<file path="src/rtl/pipeline_hazard_controller_if.sv">
// Hazard controller port bundle: pipeline-side status in, stage enables,
// flushes, refill strobes and performance counters out.
interface pipeline_hazard_controller_if #(
  parameter int CNT_W = 16
);
  logic             memAccess;
  logic             cacheHit;
  logic             memReady;
  logic             branchTaken;
  logic             idExMemRead;
  logic [4:0]       idExWriteReg;
  logic [4:0]       ifIdRs;
  logic [4:0]       ifIdRt;
  logic             pipeEn;
  logic             pcWrite;
  logic             ifIdWrite;
  logic             idExBubble;
  logic             flushIfId;
  logic             flushIdEx;
  logic             flushExMem;
  logic             refillReq;
  logic             refillWe;
  logic [CNT_W-1:0] missCount;
  logic [CNT_W-1:0] stallCycles;

  modport master (
    output memAccess, cacheHit, memReady, branchTaken,
    output idExMemRead, idExWriteReg, ifIdRs, ifIdRt,
    input  pipeEn, pcWrite, ifIdWrite, idExBubble,
    input  flushIfId, flushIdEx, flushExMem,
    input  refillReq, refillWe, missCount, stallCycles
  );

  modport slave (
    input  memAccess, cacheHit, memReady, branchTaken,
    input  idExMemRead, idExWriteReg, ifIdRs, ifIdRt,
    output pipeEn, pcWrite, ifIdWrite, idExBubble,
    output flushIfId, flushIdEx, flushExMem,
    output refillReq, refillWe, missCount, stallCycles
  );
endinterface

</file>
<file path="src/rtl/pipeline_hazard_controller.sv">
// Pipeline sequencer: common stage enable, D-cache miss/refill FSM,
// load-use bubble and MEM-stage branch flush.
module pipeline_hazard_controller #(
  parameter int REFILL_CYCLES = 4,
  parameter int CNT_W         = 16
) (
  input logic CLK,
  input logic RST_n,
  pipeline_hazard_controller_if.slave hz
);
  typedef enum logic [1:0] {
    RUN,
    MISS_REQ,
    MISS_WAIT,
    REFILL
  } state_t;

  state_t           state, state_nx;
  logic [3:0]       cnt, cnt_nx;
  logic [CNT_W-1:0] miss_cnt, stall_cnt;
  logic             miss, pipe_en, load_use;
  logic             sel_stall, sel_br, sel_lu;

  assign miss = hz.memAccess & ~hz.cacheHit;
  assign pipe_en = (state == RUN) & ~miss;

  assign load_use = hz.idExMemRead
                  & (hz.idExWriteReg != 5'd0)
                  & ((hz.idExWriteReg == hz.ifIdRs)
                   | (hz.idExWriteReg == hz.ifIdRt));

  always_ff @(posedge CLK or negedge RST_n) begin
    if (!RST_n) begin
      state     <= RUN;
      cnt       <= 4'd0;
      miss_cnt  <= '0;
      stall_cnt <= '0;
    end else begin
      state <= state_nx;
      cnt   <= cnt_nx;
      if (state == RUN && miss && miss_cnt != '1)
        miss_cnt <= miss_cnt + 1'b1;
      if (!pipe_en && stall_cnt != '1)
        stall_cnt <= stall_cnt + 1'b1;
    end
  end

  always_comb begin
    state_nx = state;
    cnt_nx   = cnt;
    unique case (state)
      RUN: begin
        if (miss)
          state_nx = MISS_REQ;
      end
      MISS_REQ: begin
        state_nx = MISS_WAIT;
      end
      MISS_WAIT: begin
        if (hz.memReady) begin
          state_nx = REFILL;
          cnt_nx   = 4'(REFILL_CYCLES - 1);
        end
      end
      REFILL: begin
        if (cnt == 4'd0)
          state_nx = RUN;
        else
          cnt_nx = cnt - 4'd1;
      end
      default: state_nx = RUN;
    endcase
  end

  // Mutually exclusive selects so the priority chain can be a unique case
  assign sel_stall = ~pipe_en;
  assign sel_br    = pipe_en & hz.branchTaken;
  assign sel_lu    = pipe_en & ~hz.branchTaken & load_use;

  always_comb begin
    hz.pcWrite    = 1'b1;
    hz.ifIdWrite  = 1'b1;
    hz.idExBubble = 1'b0;
    hz.flushIfId  = 1'b0;
    hz.flushIdEx  = 1'b0;
    hz.flushExMem = 1'b0;
    unique case (1'b1)
      sel_stall: begin
        hz.pcWrite   = 1'b0;
        hz.ifIdWrite = 1'b0;
      end
      sel_br: begin
        hz.flushIfId  = 1'b1;
        hz.flushIdEx  = 1'b1;
        hz.flushExMem = 1'b1;
      end
      sel_lu: begin
        hz.pcWrite    = 1'b0;
        hz.ifIdWrite  = 1'b0;
        hz.idExBubble = 1'b1;
      end
      default: ;
    endcase
  end

  assign hz.pipeEn      = pipe_en;
  assign hz.refillReq   = (state == MISS_REQ);
  assign hz.refillWe    = (state == REFILL);
  assign hz.missCount   = miss_cnt;
  assign hz.stallCycles = stall_cnt;
endmodule
</file>
<file path="src/flat_wrapper.sv">
// flat-port wrapper written by rule: the top's interface ports become plain ports
module pipeline_hazard_controller_flat 
#(
  parameter int REFILL_CYCLES = 4,
  parameter int CNT_W         = 16
)
  (CLK, RST_n, hz_memAccess, hz_cacheHit, hz_memReady, hz_branchTaken, hz_idExMemRead, hz_idExWriteReg, hz_ifIdRs, hz_ifIdRt, hz_pipeEn, hz_pcWrite, hz_ifIdWrite, hz_idExBubble, hz_flushIfId, hz_flushIdEx, hz_flushExMem, hz_refillReq, hz_refillWe, hz_missCount, hz_stallCycles);
  pipeline_hazard_controller_if #(.CNT_W(CNT_W)) hz_i ();
  input logic CLK;
  input logic RST_n;
  input wire logic [$bits(hz_i.memAccess)-1:0] hz_memAccess;
  input wire logic [$bits(hz_i.cacheHit)-1:0] hz_cacheHit;
  input wire logic [$bits(hz_i.memReady)-1:0] hz_memReady;
  input wire logic [$bits(hz_i.branchTaken)-1:0] hz_branchTaken;
  input wire logic [$bits(hz_i.idExMemRead)-1:0] hz_idExMemRead;
  input wire logic [$bits(hz_i.idExWriteReg)-1:0] hz_idExWriteReg;
  input wire logic [$bits(hz_i.ifIdRs)-1:0] hz_ifIdRs;
  input wire logic [$bits(hz_i.ifIdRt)-1:0] hz_ifIdRt;
  output wire logic [$bits(hz_i.pipeEn)-1:0] hz_pipeEn;
  output wire logic [$bits(hz_i.pcWrite)-1:0] hz_pcWrite;
  output wire logic [$bits(hz_i.ifIdWrite)-1:0] hz_ifIdWrite;
  output wire logic [$bits(hz_i.idExBubble)-1:0] hz_idExBubble;
  output wire logic [$bits(hz_i.flushIfId)-1:0] hz_flushIfId;
  output wire logic [$bits(hz_i.flushIdEx)-1:0] hz_flushIdEx;
  output wire logic [$bits(hz_i.flushExMem)-1:0] hz_flushExMem;
  output wire logic [$bits(hz_i.refillReq)-1:0] hz_refillReq;
  output wire logic [$bits(hz_i.refillWe)-1:0] hz_refillWe;
  output wire logic [$bits(hz_i.missCount)-1:0] hz_missCount;
  output wire logic [$bits(hz_i.stallCycles)-1:0] hz_stallCycles;
  assign hz_i.memAccess = hz_memAccess;
  assign hz_i.cacheHit = hz_cacheHit;
  assign hz_i.memReady = hz_memReady;
  assign hz_i.branchTaken = hz_branchTaken;
  assign hz_i.idExMemRead = hz_idExMemRead;
  assign hz_i.idExWriteReg = hz_idExWriteReg;
  assign hz_i.ifIdRs = hz_ifIdRs;
  assign hz_i.ifIdRt = hz_ifIdRt;
  assign hz_pipeEn = hz_i.pipeEn;
  assign hz_pcWrite = hz_i.pcWrite;
  assign hz_ifIdWrite = hz_i.ifIdWrite;
  assign hz_idExBubble = hz_i.idExBubble;
  assign hz_flushIfId = hz_i.flushIfId;
  assign hz_flushIdEx = hz_i.flushIdEx;
  assign hz_flushExMem = hz_i.flushExMem;
  assign hz_refillReq = hz_i.refillReq;
  assign hz_refillWe = hz_i.refillWe;
  assign hz_missCount = hz_i.missCount;
  assign hz_stallCycles = hz_i.stallCycles;
  pipeline_hazard_controller #(.REFILL_CYCLES(REFILL_CYCLES), .CNT_W(CNT_W)) u_core (.CLK(CLK), .RST_n(RST_n), .hz(hz_i));
endmodule
</file>
<file path="config.mk">
export PLATFORM = sky130hd
export DESIGN_NAME = pipeline_hazard_controller_flat
export DESIGN_NICKNAME = d
export VERILOG_FILES = /design/src/rtl/pipeline_hazard_controller_if.sv /design/src/rtl/pipeline_hazard_controller.sv /design/src/flat_wrapper.sv
export SDC_FILE = /design/constraint.sdc
export NUM_CORES = 1
export LEC_CHECK = 0
export CAP_MARGIN = 10
export CORE_MARGIN = 8
export CORE_UTILIZATION = 50
export DETAILED_ROUTE_END_ITERATION = 16
export PLACE_DENSITY = 0.86
export SYNTH_ARGS = -nofsm -noshare
export SYNTH_HDL_FRONTEND = slang
export SYNTH_SLANG_ARGS = --single-unit
</file>
<file path="constraint.sdc">
create_clock -name CLK -period 5.3 [get_ports CLK]
set_input_delay 0.53 -clock CLK [delete_from_list [all_inputs] [get_ports CLK]]
set_output_delay 0.53 -clock CLK [all_outputs]
set_load 0.01 [all_outputs]
</file>
======== Yosys cells after proc, flatten, opt, wreduce, memory -nomap -nowiden ========
Index checks and enable logic that the tools add are counted.
cells by class
  eq/ne operators ......................... 11
  add/subtract/negate cells ............... 3
  reduce and logical (&&, ||, !) cells .... 11
  bitwise gates (word level) .............. 12
  multiplexer cells ....................... 10
operators with widths
  cell                   number
  $add 16x1->16 const B  2
  $ne 16x16->1 const B   2
  $eq 5x5->1             2
  $mux 4                 2
  $pmux 2 s4             1
  $pmux 4 s2             1
  $and 1x1->1            7
  $mux 2                 3
  $reduce_and 3->1       2
  $reduce_bool 5->1      1
  $eq 2x2->1 const B     2
  $logic_not 4->1        1
  $ne 2x1->1 const B     2
  $ne 2x2->1 const B     2
  $not 1->1              4
  $sub 4x1->4 const B    1
  $logic_and 1x1->1      3
  $mux 1                 3
  $eq 2x1->1 const B     1
  $logic_not 2->1        1
  $reduce_bool 2->1      1
  $reduce_or 2->1        1
  $logic_not 1->1        1
  $or 1x1->1             1
word-level totals
  flip-flop bits (word level) ............. 38
  output and inout port bits .............. 41
  word-level logic and storage cells ...... 51

======== Logic depth before layout (Yosys ltp) ========
  depth in word-level cells ............... 8
  depth in mapped cells ................... 6
  gate-level depth less buffers ........... 6

======== Worst setup path before layout ========
OpenSTA, ideal clock, no wires.
  path kind ............................... input port to output port
  from .................................... input port hz_idExWriteReg[0]
  to ...................................... output port hz_pcWrite
  slack ................................... 3,260 ps
  arrival ................................. 1,510 ps
  data required time ...................... 4,770 ps
  path buffers ............................ 1
  cell stages on the path ................. 4
  path through ............................ or4_1 o21ai_1 o21a_1 buf_4
on the way
  cells in the longest elaborated chain, start to end .. 6
  elaborated cells on any way between the ends .. 9
  classes of those cells .................. eq/ne (2); mux (1); bitwise (4); reduce/logical (2)
RTL lines
  element                                    line                                                                text
  from (decl)                                flat_wrapper.sv:16                                                  input wire logic [$bits(hz_i.idExWriteReg)-1:0] hz_idExWriteReg;
  $eq 5x5->1 (tied with other cells)         pipeline_hazard_controller.sv:29                                    & ((hz.idExWriteReg == hz.ifIdRs)
  $or 1x1->1 or $and 1x1->1 (tied branches)  pipeline_hazard_controller.sv:30, pipeline_hazard_controller.sv:28
  $and 1x1->1 (*)                            pipeline_hazard_controller.sv:29
  $and 1x1->1 (*)                            pipeline_hazard_controller.sv:78                                    assign sel_lu = pipe_en & ~hz.branchTaken & load_use;
  $reduce_or 2->1 (no source line) (*)       --
  $mux 1 (*)                                 --
  to (decl)                                  flat_wrapper.sv:20                                                  output wire logic [$bits(hz_i.pcWrite)-1:0] hz_pcWrite;
Every way passes the cells marked *; elsewhere a longest branch is shown, timed or not.

======== Worst setup path after layout ========
  from .................................... input port hz_idExWriteReg[0]
  to ...................................... output port hz_pcWrite
on the way
  cells in the longest elaborated chain, start to end .. 6
  elaborated cells on any way between the ends .. 9
  classes of those cells .................. eq/ne (2); mux (1); bitwise (4); reduce/logical (2)
RTL lines
  element                                    line                                                                text
  $eq 5x5->1 (tied with other cells)         pipeline_hazard_controller.sv:29
  $or 1x1->1 or $and 1x1->1 (tied branches)  pipeline_hazard_controller.sv:30, pipeline_hazard_controller.sv:28
  $and 1x1->1 (*)                            pipeline_hazard_controller.sv:29
  $and 1x1->1 (*)                            pipeline_hazard_controller.sv:78
  $reduce_or 2->1 (no source line) (*)       --
  $mux 1 (*)                                 pipeline_hazard_controller.sv:87                                    unique case (1'b1)
Marked as above.

==> results.toml <==
[synth]
synthesis.area_um2 = 2170
avgSynthCellArea_um2 = 10.7
synth_compound_area_frac = 0.0953
synthCells = 203
synth_fa_ha_area_frac = 0.0462
synth_xor_xnor_area_share = 0.154
synthArstFlopShare = 1.00
ys_types = 43
synthSimpleGateAreaFrac = 0.229
synth_top_family_by_area = "simple AND/OR/NAND/NOR gates"
seq_area_frac_synth = 0.439
synth-main-ff-cell = "dfrtp_1"
syn-num-nets = 233
synth_edf_count = 0
synthMuxAreaShare = 0.0104
ys_warn_count = 0
ys_seq_elements = 38

[timing]
hold_viol_final = 0
min_period_ns = 2.97
finClkSkew_ns = 0.00778
timing_worst_slew_pin_value_ns = 0.828
rsz0062_at_grt = "false"
maxSlewHeadroom = 0.448
slew_viol_final = 0
fin_ws_ns = 2.33
fin_crit_sh = 0.560
max_freq_mhz = 337
whs_ns = 0.340
finalSetupViolCount = 0
setup_tns_ns = 0

[placement]
pre_cts_slack_ns = 2.32
gp_congestion = 0.830
placed_area_um2 = 2810
io_buffers = 62
dpl.cell_count = 312
hpwl_mm = 4.05

[cts]
post_cts_buffers = 0
cts-htree-levels = 2
clockBufferDepth = 2
clk_pin_slew_ns = 0.07
holdBufCountCts = 0
cts.sinks = 38
cts_tree = "built"
cts_buffers = 5
clkLatencyLatePin_ns = 0.29
root_buffer = "clkbuf_8"
post_cts_resized = 0

[floorplanning]
row_count = 24
fp.dieW_um = 81.8
die_h_um = 81.8
core_area_um2 = 4260
initial_core_util = 0.508
io_pins = 63
die_area_um2 = 6700

[pwr]
swShare = 0.335
power.total_mw = 1.18
seq_power_share = 0.370
ir_drop_uv = 268
p_per_area_nw_per_um2 = 399
p_comb_frac = 0.381
internal-power_mw = 0.783
clkPwrFrac = 0.250
p_leak_nw = 1.25
p_switching_mw = 0.395

[routing]
detail_route.vias_per_cell = 5.63
first_pass_iters = 4
vias = 1802
drc = 0
postRouteAntennaNets = 0
drt-initial-drc-count = 97
wire_per_inst_um = 16.3
routed_wl_mm = 5.22

[setup_path]
cp_max_fo = 3
required_ns = 4.77
start_kind = "input port"
worstPathArrival_ns = 2.44
worst_setup_path_end_kind = "primary output"
path_class = "input port to primary output"

[status]
outcome = "finished clean"

[layout]
fin_nets = 297
antennaDiodeCount = 0
seq_area_um2 = 951
fin_cells = 320
fillers = 316
final_area_um2 = 2950
area_growth_syn_to_layout_pct = 36.1
final_layout_size_suffix_gt1_frac = 0.0746
multi_input_area_um2 = 1160
postLayoutCoreUtil = 0.692

[min_path]
holdCritPathClass = "input port to async pin"

[grt]
grt_max_degree = 39
grt_pass1_vias = 1909
antenna_found_initial = 0
grt_pass1_wl_mm = 8.89
grtUsageTotal = 0.166
grt_overflow = 0

[flow_run]
maxCapViolations = 0
[Yosys cell counts, types with 2 or more instances]
cell / instances / share of area
and3_1: 10 / 0.029
nand4b_1: 2 / 0.0081
inv_1: 5 / 0.0087
nand2_1: 12 / 0.021
dfrtp_1: 38 / 0.44
nand3_1: 16 / 0.037
nand2b_1: 3 / 0.0087
xnor2_1: 23 / 0.093
a21oi_1: 4 / 0.0092
o21ai_1: 3 / 0.0069
o21a_1: 2 / 0.0069
ha_1: 8 / 0.046
buf_4: 4 / 0.014
a2111oi_2: 3 / 0.021
nor3_1: 6 / 0.014
a31oi_1: 2 / 0.0058
o21ai_0: 2 / 0.0046
nand4_1: 12 / 0.035
nor2b_1: 3 / 0.0087
xor2_1: 15 / 0.061
nor2_1: 4 / 0.0069
and4_1: 4 / 0.016
mux2_1: 2 / 0.010
[per-layer routing]
metal / share of wire / track usage / vias to the layer above
met4: 0.0077 / 0.0579 / 0
met5: 0 / 0 / -
met2: 0.53 / 0.295 / 39
li1: - / - / 871
met1: 0.41 / 0.190 / 887
met3: 0.046 / 0.0405 / 5
[cell usage in the layout (no fill, tap or decap), types with 2 or more instances in the layout]
cell type        instances
a31oi_1                  2
nand4b_1                 2
nor3_1                   6
xnor2_1                 23
ha_1                     8
o21ai_1                  3
bufinv_16                2
nor2b_1                  3
nand4_1                 12
nand3_1                 16
xor2_1                  15
inv_1                    5
and4_1                   4
nor2_1                   4
and3_1                  10
a21oi_1                  4
o21a_1                   2
dfrtp_1                 38
mux2_1                   2
clkbuf_8                 5
a2111oi_2                3
clkdlybuf4s50_1         61
nand2b_1                 3
o21ai_0                  2
nand2_1                 12
[kinds of logic (layout without fill, tap and decap cells)]
kind of cell | count (synthesis) | in the layout
buffers and inverters | 11 | 76
XOR/XNOR | 38 | 38
multiplexers | 2 | 2
AND/OR/NAND/NOR | 81 | 81
adder cells (fa/ha/maj) | 8 | 8
flip-flops | 38 | 38
AO/OA/AOI/OAI | 25 | 25
[power groups by stage]
| stage | Sequential (mW) | Clock, mW | Combinational (mW) |
|---|---|---|---|
| 4_1_cts | 0.435 | 0.299 | 0.456 |
| 6_report | 0.435 | 0.294 | 0.448 |
| 2_1_floorplan | 0.436 | 0 | 0.256 |
| 3_5_place_dp | 0.439 | 0 | 0.456 |
| 5_1_grt | 0.449 | 0.314 | 0.499 |
| 3_3_place_gp | 0.435 | 0 | 0.438 |
[worst paths after layout]
| kind | start | end | slack [ns] | depth (start not counted) |
|---|---|---|---|---|
| setup / recovery | hz_idExWriteReg[0] | hz_pcWrite | 2.33 | 5 |
| hold / removal | RST_n | u_core.hz.stallCycles[13]$_DFFE_PN0P_ | 0.34 | 1 |
| setup reg to reg | u_core.cnt[0]$_DFFE_PN0P_ | u_core.state[1]$_DFFE_PN0P_ | 3.40 | 6 |
| hold reg to reg | u_core.hz.stallCycles[15]$_DFFE_PN0P_ | u_core.hz.stallCycles[15]$_DFFE_PN0P_ | 0.50 | 1 |
| max in group asynchronous | RST_n | u_core.hz.missCount[3]$_DFFE_PN0P_ | 4.44 | 1 |
| min in group CLK | u_core.hz.stallCycles[15]$_DFFE_PN0P_ | u_core.hz.stallCycles[15]$_DFFE_PN0P_ | 0.50 | 1 |
[critical path: stages]
cell             delay [ns]
clkdlybuf4s50_1        0.48
or4_1                  0.54
o21ai_1                0.18
o21a_1                 0.15
clkdlybuf4s50_1        0.55
[flip-flops by register name, summed over array words and instances (netlist names)]
signal,count
u_core.cnt,4
u_core.state,2
u_core.hz.stallCycles,16
u_core.hz.missCount,16
[layout make-up]
type | count | area share
tap | 52 | 0.0221
timing repair buffer | 62 | 0.209
clock inverter | 3 | 0.0233
inverter | 6 | 0.00763
clock buffer | 5 | 0.0233
multi-input combinational | 154 | 0.393
sequential | 38 | 0.322
Note: power is estimated with default switching activity, not from simulation.
